`src/rtl/rotor_step_sequencer.sv`:
```
// Multi-rotor move sequencer: plans the shortest signed path per rotor, then emits paced
// single-step pulses with direction and tracks each rotor's face.
module rotor_step_sequencer #(
    parameter int NUM_ROTORS   = 6,
    parameter int POS_BITS     = 3,
    parameter int STEP_DIV     = 1000,
    parameter int SIMULTANEOUS = 1
) (
    input  logic                           clk,
    input  logic                           rst_n,
    input  logic                           cmd_valid,
    output logic                           cmd_ready,
    input  logic [NUM_ROTORS*POS_BITS-1:0] cmd_target,
    input  logic                           abort,
    output logic [NUM_ROTORS-1:0]          step_pulse,
    output logic [NUM_ROTORS-1:0]          step_dir,
    output logic [NUM_ROTORS*POS_BITS-1:0] cur_pos,
    output logic                           busy,
    output logic                           done,
    output logic                           aborted
);

    localparam int                 DIV_W    = $clog2(STEP_DIV);
    localparam logic [DIV_W-1:0]   DIV_LAST = DIV_W'(STEP_DIV - 1);
    localparam logic [POS_BITS:0]  HALF     = (POS_BITS + 1)'(1 << (POS_BITS - 1));

    typedef enum logic [1:0] {S_IDLE, S_PLAN, S_WAIT, S_DONE} state_t;

    state_t                           state, state_nxt;
    logic [NUM_ROTORS*POS_BITS-1:0]   target_q;
    logic [POS_BITS-1:0]              pos_q    [NUM_ROTORS];
    logic [POS_BITS-1:0]              rem_q    [NUM_ROTORS];
    logic [POS_BITS-1:0]              rem_nxt  [NUM_ROTORS];
    logic [POS_BITS-1:0]              plan_rem [NUM_ROTORS];
    logic [NUM_ROTORS-1:0]            dir_q, plan_dir, pulse;
    logic [DIV_W-1:0]                 div_q;
    logic                             aborted_q, plan_zero, rem_zero, tick, found;

    // Returns {dir, steps}; a half-turn distance resolves forward.
    function automatic logic [POS_BITS:0] plan_path(input logic [POS_BITS-1:0] tgt,
                                                    input logic [POS_BITS-1:0] cur);
        logic [POS_BITS-1:0] d, d_neg;
        d     = tgt - cur;
        d_neg = '0 - d;
        if ({1'b0, d} <= HALF) plan_path = {1'b1, d};
        else                   plan_path = {1'b0, d_neg};
    endfunction

    always_comb begin
        plan_zero = 1'b1;
        plan_dir  = '0;
        for (int i = 0; i < NUM_ROTORS; i++) begin
            {plan_dir[i], plan_rem[i]} = plan_path(target_q[i*POS_BITS +: POS_BITS], pos_q[i]);
            if (plan_rem[i] != '0) plan_zero = 1'b0;
        end
    end

    // A tick coinciding with abort is swallowed so no pulse escapes after the stop request.
    always_comb begin
        tick     = (state == S_WAIT) && (div_q == DIV_LAST) && !abort;
        pulse    = '0;
        found    = 1'b0;
        rem_zero = 1'b1;
        for (int i = 0; i < NUM_ROTORS; i++) begin
            if (tick && (rem_q[i] != '0) && ((SIMULTANEOUS != 0) || !found)) pulse[i] = 1'b1;
            if (rem_q[i] != '0) found = 1'b1;
            rem_nxt[i] = rem_q[i] - POS_BITS'(pulse[i]);
            if (rem_nxt[i] != '0) rem_zero = 1'b0;
        end
    end

    always_comb begin
        state_nxt = state;
        case (state)
            S_IDLE:  if (cmd_valid) state_nxt = S_PLAN;
            S_PLAN:  state_nxt = plan_zero ? S_DONE : S_WAIT;
            S_WAIT:  if (abort || (tick && rem_zero)) state_nxt = S_DONE;
            S_DONE:  state_nxt = S_IDLE;
            default: state_nxt = S_IDLE;
        endcase
    end

    always_ff @(posedge clk) begin
        if (!rst_n) begin
            state     <= S_IDLE;
            div_q     <= '0;
            dir_q     <= '0;
            aborted_q <= 1'b0;
            for (int i = 0; i < NUM_ROTORS; i++) begin
                pos_q[i] <= '0;
                rem_q[i] <= '0;
            end
        end else begin
            state <= state_nxt;
            case (state)
                S_IDLE: if (cmd_valid) aborted_q <= 1'b0;
                S_PLAN: begin
                    dir_q <= plan_dir;
                    div_q <= '0;
                    for (int i = 0; i < NUM_ROTORS; i++) rem_q[i] <= plan_rem[i];
                end
                S_WAIT: begin
                    div_q <= (div_q == DIV_LAST) ? '0 : div_q + DIV_W'(1);
                    if (abort) aborted_q <= 1'b1;
                    for (int i = 0; i < NUM_ROTORS; i++) begin
                        rem_q[i] <= rem_nxt[i];
                        if (pulse[i]) pos_q[i] <= dir_q[i] ? pos_q[i] + POS_BITS'(1)
                                                           : pos_q[i] - POS_BITS'(1);
                    end
                end
                default: ;
            endcase
        end
    end

    always_ff @(posedge clk) begin
        if (state == S_IDLE && cmd_valid) target_q <= cmd_target;
    end

    for (genvar g = 0; g < NUM_ROTORS; g++) begin : g_pos
        assign cur_pos[g*POS_BITS +: POS_BITS] = pos_q[g];
    end

    assign cmd_ready  = (state == S_IDLE);
    assign busy       = (state == S_PLAN) || (state == S_WAIT);
    assign done       = (state == S_DONE);
    assign aborted    = aborted_q;
    assign step_pulse = pulse;
    assign step_dir   = dir_q;

endmodule

```
`config.mk`:
```
export PLATFORM = sky130hd
export DESIGN_NAME = rotor_step_sequencer
export DESIGN_NICKNAME = d
export VERILOG_FILES = /design/src/rtl/rotor_step_sequencer.sv
export SDC_FILE = /design/constraint.sdc
export NUM_CORES = 1
export LEC_CHECK = 0
export ABC_AREA = 1
export BUFFER_PORTS_ARGS = -buffer_cell sky130_fd_sc_hd__buf_2
export CAP_MARGIN = 5
export CORE_MARGIN = 2
export CORE_UTILIZATION = 40
export CTS_CLUSTER_DIAMETER = 200
export DETAILED_ROUTE_END_ITERATION = 16
export SETUP_SLACK_MARGIN = 0.05
export SYNTH_ARGS = -nofsm -noshare
export SYNTH_HDL_FRONTEND = slang
export SYNTH_SLANG_ARGS = --single-unit
export TNS_END_PERCENT = 100
```
`constraint.sdc`:
```
create_clock -name clk -period 2.22 [get_ports clk]
set_input_delay 0.111 -clock clk [delete_from_list [all_inputs] [get_ports clk]]
set_output_delay 0.111 -clock clk [all_outputs]
set_load 0.005 [all_outputs]
```
==> qor.yml <==
outcome:
  status: "complete, but fails checks"
  failed_checks: "setup timing"
placement:
  port_buffers: 55
  dpl-instance-area_um2: 5140
  place_congestion: 0.817
  dpl.cell_count: 705
  place_hpwl_um: 7480
yosys:
  synth_seq_cells: 73
  syn_inst: 478
  synthArstFlopShare_pct: 0
  yosys.area_share.adder_pct: 15.5
  netlist_area_um2: 4380
  synth_top_family_by_area: "simple AND/OR/NAND/NOR gates"
  synth-compound-area-share_pct: 6.39
  synth_area_per_cell_um2: 9.17
  ys.warnings.count: 0
  synth_xor_area_share_pct: 3.60
  synth_edf_count: 54
  yosys-mux-area-fraction_pct: 0.228
  synth_simple_gate_area_share_pct: 19.3
  synth_flop_cell: "edfxtp_1"
  synth_seq_area_share_pct: 45.7
  synth_nets: 547
  ys_types: 33
finish:
  drive_gt1_share_pct: 29.9
  antenna_cells: 0
  nets: 673
  design_area_um2: 5840
  syn_to_final_growth_pct: 33.2
  final_cells: 749
global_route:
  gr-total-overflow: 0
  antenna_found_initial: 0
  track_usage_pct: 18.3
  grt_pass1_wl_um: 16400
  grt_pass1_vias: 3549
  grt_start_max_net_pins: 21
sta:
  rsz0062_at_grt: "true"
  fmaxAchievable_mhz: 431
  tightest_slew_ns: 0.505
  hold_ws_ns: 0.122
  fin_ws_ns: -0.101
  drv_slew: 0
  hold_viol: 0
  slew_headroom_pct: 66.0
  fin_crit_ns: 2.32
  setup-violations-final: 3
  period_share_pct: 105
  finClkSkew_ns: 0.0125
critical_path:
  cp_slowest_cell: "dfxtp_2"
  rrSetupSlack_ns: -0.10
  arrival_ns: 2.56
  cp_max_fo: 6
  endpoint_kind: "flip-flop"
  cp.required_ns: 2.46
  crit_chain: "ha_4 > nand2_4 > nor3_4 > nand4_4 > buf_12 > nor2_4 > ha_4 > ha_4 > inv_1 > nand2_2 > nand2_2 > nor2_2 > nand2_1 > nor2_1 > nand2_1 > nand2_2 > nand3_2 > nand2_1 > a21oi_1"
  max_stage_delay_ns: 0.36
  crit_path_start_kind: "flip-flop"
  path_class: "reg2reg"
die:
  dieWidth_um: 109
  dieHeight_um: 109
  fp-row-count: 38
  core_area_um2: 10700
  pin_count: 56
  initial_core_util_pct: 40.8
  dieArea_um2: 11800
clock_tree:
  htree_levels: 3
  cts_tree: "yes"
  cts_buffers: 9
  path_clk_slew_ns: 0.08
  clock_path_buffers: 2
  cts_sinks: 73
  cts-root-buf: "clkbuf_8"
  clk-insertion-delay-late_ns: 0.36
pwr:
  total_power_mw: 5.34
  p_leak_nw: 2.70
  ir_drop_mv: 0.644
  powerDensity_nw_per_um2: 915
routing:
  drt_iter0_drc: 128
  wl_per_cell_um: 13.5
  vias: 3559
  wl_um: 10100
  drc: 0
  drtAntennaViolNets: 0
  via_per_inst: 4.75
  dr.pass1.iters: 4
flow_run:
  cap_violations: 0
worst_hold_path:
  hold_path_class: "in2reg"
-- layout by cell type (no fill, tap or decap), types with 6 or more instances in the layout --
cell	synthesis	final
nor2_1	47	38
o22ai_1	11	11
dfxtp_1	19	16
dlygate4sd3_1	0	18
buf_4	3	49
nor2_2	4	10
a21oi_1	20	19
o21ai_0	13	11
nor2_4	5	8
nand2_1	81	77
ha_1	35	21
clkbuf_8	0	11
edfxtp_1	54	54
nor3_1	13	13
nand2_2	8	11
xor2_1	9	9
fa_1	12	12
inv_2	3	6
ha_4	0	12
inv_1	92	89
nand3_1	17	16
buf_2	2	55
xnor2_1	9	7
-- Yosys cell counts, types with 2 or more instances --
library cell / count / area, um2
inv_1: 92 / 345
nand2_1: 81 / 304
edfxtp_1: 54 / 1620
nor2_1: 47 / 176
ha_1: 35 / 438
a21oi_1: 20 / 100
dfxtp_1: 19 / 380
nand3_1: 17 / 85.1
nor3_1: 13 / 65.1
o21ai_0: 13 / 65.1
fa_1: 12 / 240
o22ai_1: 11 / 68.8
xnor2_1: 9 / 78.8
xor2_1: 9 / 78.8
nand2_2: 8 / 50.1
nor2_4: 5 / 56.3
nor2_2: 4 / 25.0
buf_4: 3 / 22.5
clkbuf_1: 3 / 11.3
inv_2: 3 / 11.3
nand4_1: 3 / 18.8
o211ai_1: 3 / 22.5
buf_2: 2 / 10.0
nor3b_1: 2 / 15.0
or2_2: 2 / 12.5
-- registers in the layout, indices dropped and copies added, names as in the netlist --
register,cells
state,2
pos_q,18
rem_q,18
div_q,10
target_q,18
step_dir,6
aborted,1
-- per-layer routing --
layer	GRT usage, %	share of wire, %	vias to the layer above
li1	-	-	1790
met1	22.0	43	1684
met2	31.9	50	69
met3	4.06	3.9	16
met4	7.23	2.5	0
met5	0	0	-
-- worst max-delay path: cells and delay by family, from the launching register on --
| family | cells | cell delay, ns |
|---|---|---|
| AOI/OAI and AO/OA | 1 | 0.05 |
| adders and majority gates | 3 | 0.43 |
| buffers and inverters | 2 | 0.22 |
| DFF | 1 | 0.36 |
| and+or+nand+nor | 13 | 1.13 |
-- cell type report --
class | instances | area [um2]
clock buffers | 14 | 205
clock inverters | 2 | 12.5
well taps | 140 | 175
flip-flops and latches | 73 | 2010
multi-input cells | 301 | 2210
repair buffers | 124 | 876
fillers | 966 | 4900
inverters | 95 | 357
-- stage by stage --
stage	utilization, %	setup slack, ns	setup TNS, ns
after floorplan	-	0.00625	0
after global placement	47.9	-0.114	-0.201
after detailed placement	47.9	-0.191	-0.340
after CTS	53.3	-0.0811	-0.117
after global routing	54.4	-0.296	-0.790
final	54.4	-0.101	-0.256
-- kinds of logic after synthesis --
kind of cell | Yosys count
XOR/XNOR | 18
AND/OR/NAND/NOR | 185
buffers and inverters | 104
flip-flops | 73
AO/OA/AOI/OAI | 50
multiplexers | 1
adder cells (fa/ha/maj) | 47
-- final timing paths --
path,startpoint,end,depth (start not counted)
min reg2reg,div_q[7],div_q[7],1
max reg2reg,div_q[0],state[0],19
max,div_q[0],state[0],19
min,cmd_valid,aborted,4
-- where the power goes --
part	internal, mW	leakage (nW)	switching (mW)
Combinational	0.925	1.90	1.31
Sequential	1.82	0.687	0.165
Clock	0.606	0.114	0.519
-- timing repair --
item	4_1_cts	5_1_grt
cloned	1	0
endpoints found under the hold margin	18	0
setup buffers	5	4
pin swaps	10	6
gates resized for setup	19	22
setup endpoints to repair	2	14
hold buffers	18	0
(Power assumes the default switching activity.)
